===== src/rtl/iot_teletype_pkg.sv =====
// Shared definitions for the teletype IOT device block.
// Holds the default device codes, the keyboard and printer function codes,
// the decoded IOT instruction layout and the two FSM state types.
package iot_teletype_pkg;

  // Default device codes (IR[8:3]).
  localparam logic [5:0] KBD_DEV_CODE = 6'o03;
  localparam logic [5:0] PRT_DEV_CODE = 6'o04;

  // Keyboard function codes (IR[2:0]).
  localparam logic [2:0] FN_KCF = 3'd0;  // clear keyboard flag
  localparam logic [2:0] FN_KSF = 3'd1;  // skip on keyboard flag
  localparam logic [2:0] FN_KCC = 3'd2;  // clear flag and AC
  localparam logic [2:0] FN_KRS = 3'd4;  // read keyboard buffer (static)
  localparam logic [2:0] FN_KRB = 3'd6;  // clear AC, read buffer, clear flag

  // Teleprinter function codes (IR[2:0]).
  localparam logic [2:0] FN_TFL = 3'd0;  // set printer flag
  localparam logic [2:0] FN_TSF = 3'd1;  // skip on printer flag
  localparam logic [2:0] FN_TCF = 3'd2;  // clear printer flag
  localparam logic [2:0] FN_TPC = 3'd4;  // load and print
  localparam logic [2:0] FN_TLS = 3'd6;  // clear flag, load and print

  // IR[8:0] split into device and function fields.
  typedef struct packed {
    logic [5:0] dev;
    logic [2:0] fn;
  } iot_op_t;

  typedef enum logic {
    IDLE,
    RESP
  } ctl_state_t;

  typedef enum logic [1:0] {
    P_IDLE,
    P_SEND,
    P_WAIT
  } prt_state_t;

endpackage


===== src/rtl/iot_teletype_if.sv =====
// IOT bus between the CPU controller (master) and an IOT device (slave).
//   iot_req  : one-cycle pulse, CPU executing an IOT
//   iot_op   : IR[8:0], device [8:3] and function [2:0]
//   dataout  : AC[7:0] from the CPU
//   datain   : data ORed into AC (valid only with iot_done)
//   skip     : CPU increments PC (valid only with iot_done)
//   clear_ac : CPU clears AC before the OR (valid only with iot_done)
//   iot_done : one-cycle response strobe
interface iot_teletype_if;
  import iot_teletype_pkg::*;

  logic       iot_req;
  iot_op_t    iot_op;
  logic [7:0] dataout;
  logic [7:0] datain;
  logic       skip;
  logic       clear_ac;
  logic       iot_done;

  modport master (
    output iot_req, iot_op, dataout,
    input  datain, skip, clear_ac, iot_done
  );

  modport slave (
    input  iot_req, iot_op, dataout,
    output datain, skip, clear_ac, iot_done
  );
endinterface


===== src/rtl/iot_printer.sv =====
// Teleprinter output engine: character buffer, ready/valid send stage and
// the busy-delay counter that models the mechanical print time.
//   clock, reset : system clock, asynchronous active-high reset
//   load         : request to print load_data (ignored unless idle)
//   load_data    : character to print
//   prt_valid    : character available to the printer sink
//   prt_data     : character to the printer sink (the buffer contents)
//   prt_ready    : printer sink accepts the character
//   done         : one-cycle pulse when the print delay has elapsed
module iot_printer
  import iot_teletype_pkg::*;
#(
  parameter int PRINT_DELAY = 16
) (
  input  logic       clock,
  input  logic       reset,
  input  logic       load,
  input  logic [7:0] load_data,
  output logic       prt_valid,
  output logic [7:0] prt_data,
  input  logic       prt_ready,
  output logic       done
);

  localparam int CW = $clog2(PRINT_DELAY) + 1;

  prt_state_t    state, state_next;
  logic [7:0]    tbuf;
  logic [CW-1:0] count;

  // NOTE: every register here updates with <= so all of them sample the
  // pre-edge values of each other; a blocking = would create ordering races.
  always_ff @(posedge clock or posedge reset) begin
    if (reset) begin
      state <= P_IDLE;
      tbuf  <= '0;
      count <= '0;
    end else begin
      state <= state_next;
      // A load while busy is dropped: the current character must stay stable.
      if (state == P_IDLE && load) tbuf <= load_data;
      // The handshake cycle itself is the first busy cycle, hence the -1.
      if (state == P_SEND && prt_ready) count <= CW'(PRINT_DELAY - 1);
      else if (state == P_WAIT && count != '0) count <= count - 1'b1;
    end
  end

  // NOTE: every output of this block is given a default first, so no path
  // through the case leaves a signal unassigned and no latch is inferred.
  always_comb begin
    state_next = state;
    prt_valid  = 1'b0;
    done       = 1'b0;
    case (state)
      P_IDLE: if (load) state_next = P_SEND;
      P_SEND: begin
        prt_valid = 1'b1;
        if (prt_ready) state_next = P_WAIT;
      end
      P_WAIT: if (count == '0) begin
        done       = 1'b1;
        state_next = P_IDLE;
      end
      default: state_next = P_IDLE;
    endcase
  end

  assign prt_data = tbuf;

endmodule


===== src/rtl/iot_teletype.sv =====
// Keyboard (device KBD_DEV) and teleprinter (device PRT_DEV) IOT device.
// Decodes IOT instructions, holds the keyboard/printer flags and buffers and
// answers the CPU one cycle after each iot_req.
//   clock, reset           : system clock, asynchronous active-high reset
//   bus                    : IOT bus, slave side
//   kbd_valid/data/ready   : keyboard character stream (into the block)
//   prt_valid/data/ready   : printer character stream (out of the block)
module iot_teletype
  import iot_teletype_pkg::*;
#(
  parameter int         PRINT_DELAY = 16,
  parameter logic [5:0] KBD_DEV     = KBD_DEV_CODE,
  parameter logic [5:0] PRT_DEV     = PRT_DEV_CODE
) (
  input  logic             clock,
  input  logic             reset,
  iot_teletype_if.slave    bus,
  input  logic             kbd_valid,
  input  logic [7:0]       kbd_data,
  output logic             kbd_ready,
  output logic             prt_valid,
  output logic [7:0]       prt_data,
  input  logic             prt_ready
);

  ctl_state_t ctl_state, ctl_next;
  iot_op_t    op_q;
  logic       kflag, pflag;
  logic [7:0] kbuf;

  logic resp, kbd_sel, prt_sel;
  logic kflag_clr, pflag_set_cmd, pflag_clr, prt_load, prt_done;

  // Control FSM: a single response cycle follows every accepted request.
  always_ff @(posedge clock or posedge reset) begin
    if (reset) begin
      ctl_state <= IDLE;
      op_q      <= '0;
    end else begin
      ctl_state <= ctl_next;
      if (ctl_state == IDLE && bus.iot_req) op_q <= bus.iot_op;
    end
  end

  always_comb begin
    ctl_next = ctl_state;
    case (ctl_state)
      IDLE:    if (bus.iot_req) ctl_next = RESP;
      RESP:    ctl_next = IDLE;  // a request arriving here is ignored
      default: ctl_next = IDLE;
    endcase
  end

  assign resp    = (ctl_state == RESP);
  assign kbd_sel = resp && (op_q.dev == KBD_DEV);
  assign prt_sel = resp && (op_q.dev == PRT_DEV);

  // Instruction decode. Responses are only non-zero in RESP; an unknown
  // device still gets iot_done but nothing else.
  always_comb begin
    bus.iot_done  = resp;
    bus.skip      = 1'b0;
    bus.clear_ac  = 1'b0;
    bus.datain    = '0;
    kflag_clr     = 1'b0;
    pflag_set_cmd = 1'b0;
    pflag_clr     = 1'b0;
    prt_load      = 1'b0;
    if (kbd_sel) begin
      case (op_q.fn)
        FN_KCF: kflag_clr = 1'b1;
        FN_KSF: bus.skip  = kflag;
        FN_KCC: begin
          kflag_clr    = 1'b1;
          bus.clear_ac = 1'b1;
        end
        FN_KRS: bus.datain = kbuf;
        FN_KRB: begin
          kflag_clr    = 1'b1;
          bus.clear_ac = 1'b1;
          bus.datain   = kbuf;
        end
        default: ;
      endcase
    end else if (prt_sel) begin
      case (op_q.fn)
        FN_TFL: pflag_set_cmd = 1'b1;
        FN_TSF: bus.skip      = pflag;
        FN_TCF: pflag_clr     = 1'b1;
        FN_TPC: prt_load      = 1'b1;
        FN_TLS: begin
          pflag_clr = 1'b1;
          prt_load  = 1'b1;
        end
        default: ;
      endcase
    end
  end

  // Keyboard: one-character buffer, back-pressured by its own flag.
  assign kbd_ready = !kflag;

  // NOTE: the character buffers are reset along with the flags so that a
  // read straight after reset returns zero rather than stale data.
  always_ff @(posedge clock or posedge reset) begin
    if (reset) begin
      kflag <= 1'b0;
      kbuf  <= '0;
    end else if (kbd_valid && kbd_ready) begin
      // A character arriving alongside a clear is kept rather than lost.
      kbuf  <= kbd_data;
      kflag <= 1'b1;
    end else if (kflag_clr) begin
      kflag <= 1'b0;
    end
  end

  // Printer flag: completion of a print outranks a clear in the same cycle.
  always_ff @(posedge clock or posedge reset) begin
    if (reset)                          pflag <= 1'b0;
    else if (prt_done || pflag_set_cmd) pflag <= 1'b1;
    else if (pflag_clr)                 pflag <= 1'b0;
  end

  iot_printer #(
    .PRINT_DELAY (PRINT_DELAY)
  ) u_printer (
    .clock     (clock),
    .reset     (reset),
    .load      (prt_load),
    .load_data (bus.dataout),
    .prt_valid (prt_valid),
    .prt_data  (prt_data),
    .prt_ready (prt_ready),
    .done      (prt_done)
  );

endmodule


===== src/flat_wrapper.sv =====
// flat-port wrapper written by rule: the top's interface ports become plain ports
module iot_teletype_flat import iot_teletype_pkg::*;
#(
  parameter int         PRINT_DELAY = 16,
  parameter logic [5:0] KBD_DEV     = KBD_DEV_CODE,
  parameter logic [5:0] PRT_DEV     = PRT_DEV_CODE
)
  (clock, reset, kbd_valid, kbd_data, kbd_ready, prt_valid, prt_data, prt_ready, bus_iot_req, bus_iot_op, bus_dataout, bus_datain, bus_skip, bus_clear_ac, bus_iot_done);
  iot_teletype_if bus_i ();
  input  logic clock;
  input  logic reset;
  input  logic kbd_valid;
  input  logic [7:0] kbd_data;
  output logic kbd_ready;
  output logic prt_valid;
  output logic [7:0] prt_data;
  input  logic prt_ready;
  input wire logic [$bits(bus_i.iot_req)-1:0] bus_iot_req;
  input wire logic [$bits(bus_i.iot_op)-1:0] bus_iot_op;
  input wire logic [$bits(bus_i.dataout)-1:0] bus_dataout;
  output wire logic [$bits(bus_i.datain)-1:0] bus_datain;
  output wire logic [$bits(bus_i.skip)-1:0] bus_skip;
  output wire logic [$bits(bus_i.clear_ac)-1:0] bus_clear_ac;
  output wire logic [$bits(bus_i.iot_done)-1:0] bus_iot_done;
  assign bus_i.iot_req = bus_iot_req;
  assign bus_i.iot_op = bus_iot_op;
  assign bus_i.dataout = bus_dataout;
  assign bus_datain = bus_i.datain;
  assign bus_skip = bus_i.skip;
  assign bus_clear_ac = bus_i.clear_ac;
  assign bus_iot_done = bus_i.iot_done;
  iot_teletype #(.PRINT_DELAY(PRINT_DELAY), .KBD_DEV(KBD_DEV), .PRT_DEV(PRT_DEV)) u_core (.clock(clock), .reset(reset), .bus(bus_i), .kbd_valid(kbd_valid), .kbd_data(kbd_data), .kbd_ready(kbd_ready), .prt_valid(prt_valid), .prt_data(prt_data), .prt_ready(prt_ready));
endmodule

===== config.mk =====
export PLATFORM = sky130hd
export DESIGN_NAME = iot_teletype_flat
export DESIGN_NICKNAME = d
export VERILOG_FILES = /design/src/rtl/iot_teletype_pkg.sv /design/src/rtl/iot_teletype_if.sv /design/src/rtl/iot_printer.sv /design/src/rtl/iot_teletype.sv /design/src/flat_wrapper.sv
export SDC_FILE = /design/constraint.sdc
export NUM_CORES = 1
export LEC_CHECK = 0
export ABC_AREA = 1
export CORE_UTILIZATION = 25
export DETAILED_ROUTE_END_ITERATION = 8
export GPL_TIMING_DRIVEN = 0
export HOLD_SLACK_MARGIN = 0.03
export PLACE_DENSITY = 0.48
export SLEW_MARGIN = 15
export SYNTH_ARGS = -nofsm -noshare
export SYNTH_HDL_FRONTEND = slang
export SYNTH_HIERARCHICAL = 1
export SYNTH_SLANG_ARGS = --single-unit
export TNS_END_PERCENT = 5

===== constraint.sdc =====
create_clock -name clock -period 2.1 [get_ports clock]
set_clock_uncertainty 0.2 [all_clocks]
set_input_delay 0.315 -clock clock [delete_from_list [all_inputs] [get_ports clock]]
set_output_delay 0.315 -clock clock [all_outputs]
set_load 0.01 [all_outputs]

==> results.md, run 1 <==
- Max Cap Viol: 0
- Final Instance Area: about 2300 sq um
- Clock buffers created by TritonCTS: 5
- Max VDD drop: about 0.38 mV
- Fmax: a little under 500 MHz
- Final WS setup: between 0.08 and 0.09 ns
- Syn-to-layout area delta: 41.00%
- Sequential cell area fraction in the yosys report: a little over half
- Congestion Overflow GR: 0
- Total Wirelength: 3706 um
- First-pass GRT wire length: between 6000 and 7000 um
- Number of port buffers: 50
- Largest net degree at the start of global routing: 21
- Residual DRC count: 0
- Pwr Density: about 970 nW/um^2
- Initial cell density of the core: between 20% and 30%
- Mapped Cells: a little under 200
- Total Power: ~0.0023 W
- Post-synth EDFFs: 0
- Commonest cells post-synth: 64 x nand2_1, 35 x dfrtp_1, 20 x nand3_1
- TritonRoute pass-1 iters: 4
- I/O pins: slightly above 50
- Max Slew Vio Count: 0
- Largest fanout on the critical path: 5
- Wire length per cell: roughly 11 um
- Seq cells post-synth: 35
- Commonest register cell after synthesis: dfrtp_1
- WP data arrival: ~1.5 ns
- CTS tree: done
- Synthesized Nets: between 200 and 250
- Fin crit share: between 90 and 100%
- Post-placement cell area: ~2300 sq um
- Cell Rows: 29
- Ratio of cells with drive above 1 in the final layout: between 10% and 20%
- # H-tree levels: 2
- Static Leakage: between 1 and 1.5 nW
- Slowest stage cell on the critical path: clkdlybuf4s50_1
- Clock sinks: 35
- Layout Nets: 284
- Via/cell ratio: approximately 4.3
- Max-Slew Margin vs Limit: roughly 49%
- Routability congestion estimate: between 0.7 and 0.8
- CTS Buffer Depth: 2
- Die H: 83.50 um
- Initial drt markers: 84
- Post-synth top area share: between 50 and 60%
- Hold Crit Class: in -> async
- RSZ-0062 raised after global routing: yes
- Via count: between 1000 and 1500
- Initial antenna violation count: 0
- Yosys warning count: 6
- Ys async rst share: 100.0%
- CP max stage delay: 0.53 ns
- Final Setup Violations: 0
- Synth area leaders: dfrtp_1 53%, nand2_1 14%, nand3_1 6.0%
- Hpwl dp: 2682 um
- Antenna viol nets, final: 0
- Post-CTS Hold Fix Bufs: 0
- Utilization after layout: 36.66%
- Area of the mapped netlist: 1660 sq um
- Crit Path Class: reg -> out
- Status: complete, no violations
- Core area: about 6400 sq um
- Die ar.: 6971 sq um
- Root buf cell: clkbuf_8
- Number of global-route vias before repair: ~1500
- Crit path cell chain: nand2_1 -> inv_1 -> clkdlybuf4s50_1
- Distinct cells, synth: 24
- Post-synth top area cell: dfrtp_1
- Tot GR Track Use: between 10% and 20%
- Syn Area/Cell: 8.471 sq um
- Die width: 83.50 um
- Period minus WS final: just over 2 ns
- Antenna Cells: 0
- CP endpoint kind: output port
- CP required: around 1.6 ns
- Dpl ws: -0.03328 ns
- Worst-margin pin slew: about 0.76 ns
- Startpoint types: flip-flop
- Reg clk slew, reported paths: approximately 0.070 ns
- Clock latency on the worst-skew pair: 0.28 ns
- Final Hold Vio Count: 0
- Most common cell in the synthesized netlist: nand2_1
-- path summary, 6_finish.rpt --
check / start / to / slack (ns) / depth (start not counted)
max: u_core/u_printer/state[0]$_DFFE_PP0P_ / prt_valid / 0.08 / 3
min: reset / u_core/u_printer/prt_data[4]$_DFFE_PP0P_ / 0.22 / 2
max reg2reg: u_core/op_q[6]$_DFFE_PP0P_ / u_core/u_printer/prt_data[5]$_DFFE_PP0P_ / 0.30 / 7
min reg2reg: u_core/u_printer/prt_data[6]$_DFFE_PP0P_ / u_core/u_printer/prt_data[6]$_DFFE_PP0P_ / 0.27 / 2
max in group asynchronous: reset / u_core/op_q[1]$_DFFE_PP0P_ / 0.92 / 2
min in group clock: u_core/u_printer/prt_data[6]$_DFFE_PP0P_ / u_core/u_printer/prt_data[6]$_DFFE_PP0P_ / 0.27 / 2
-- cell type report --
class	count	area, sq um
Fill cell	683	4045
Clock inverter	1	30.03
Clock buffer	6	72.57
Timing Repair Buffer	50	462.9
Buffer	3	17.52
Inverter	20	77.57
Tap cell	77	96.34
Multi-Input combinational cell	138	708.2
Sequential cell	35	875.8
-- cell families after synthesis --
group,Yosys count,synth area share [%]
AND/OR/NAND/NOR,118,32.18
multiplexers,8,5.426
buffers and inverters,23,5.501
adder cells (fa/ha/maj),1,0.7535
AO/OA/AOI/OAI,11,3.391
flip-flops,35,52.75
-- cell usage in the layout (no fill, tap or decap), types with 2 or more instances in the layout --
| master | synthesis | routed |
|---|---|---|
| clkbuf_8 | 0 | 5 |
| mux2_2 | 8 | 8 |
| nor2_4 | 1 | 3 |
| nor2_2 | 4 | 4 |
| nor3_1 | 2 | 2 |
| clkdlybuf4s50_1 | 0 | 40 |
| nand3_1 | 20 | 20 |
| a21oi_1 | 3 | 3 |
| clkbuf_2 | 0 | 8 |
| nand2_2 | 3 | 3 |
| dfrtp_1 | 35 | 35 |
| dlygate4sd2_1 | 0 | 2 |
| nor2_1 | 18 | 16 |
| nand2_1 | 64 | 64 |
| inv_1 | 18 | 18 |
| o21ai_0 | 7 | 7 |
-- sequential cells by signal, summed over array words and instances, names as in the netlist --
register                   count
u_core/u_printer/count         5
u_core/u_printer/prt_data      8
u_core/bus.iot_done            1
u_core/kbuf                    8
u_core/op_q                    9
u_core/u_printer/state         2
u_core/pflag                   1
u_core/kflag                   1
-- what timing repair did --
action / 4_1_cts / 5_1_grt
hold endpoints to repair: 0 / 0
setup buffers: 0 / 0
gates resized for setup: 14 / 18
setup endpoints to repair: 10 / 19
-- power breakdown --
part           internal, W  switching, W
Combinational     0.000351      0.000343
Sequential        0.000879      0.000120
Clock             0.000348      0.000232
-- per-stage QoR --
| stage | TNS (ns) | hold slack (ns) | std cells |
|---|---|---|---|
| detailed placement | -0.06044 | 0.2625 | 323 |
| global placement | -0.1443 | 0.2639 | 323 |
| finish | 0 | 0.2152 | 330 |
| global route | -0.06715 | 0.2947 | 330 |
| CTS | 0 | 0.2516 | 330 |
| floorplan | 0 | 0.01648 | 196 |
-- metal layers --
| metal | wire [um] | global-route usage [%] | part of all wire, % | vias up |
|---|---|---|---|---|
| met3 | 217 | 4.055 | 5.9 | 6 |
| li1 | - | - | - | 729 |
| met4 | 51 | 3.698 | 1.4 | 0 |
| met5 | 0 | 0 | 0 | - |
| met2 | 1745 | 19.90 | 47 | 34 |
| met1 | 1691 | 14.88 | 46 | 653 |
-- worst max-delay path, delay by kind of cell (launching register included) --
kind	cells	cell delay (ns)
buffers and inverters	2	0.60
DFF	1	0.50
and+or+nand+nor	1	0.12
No activity file was read; power rests on OpenSTA's default activity.
==> run 2: changes to the inputs <==
CAP_MARGIN = 20   (was not set)
==> results of run 2 <==
The final DEF is identical to that of run 1; final timing and power are the same.
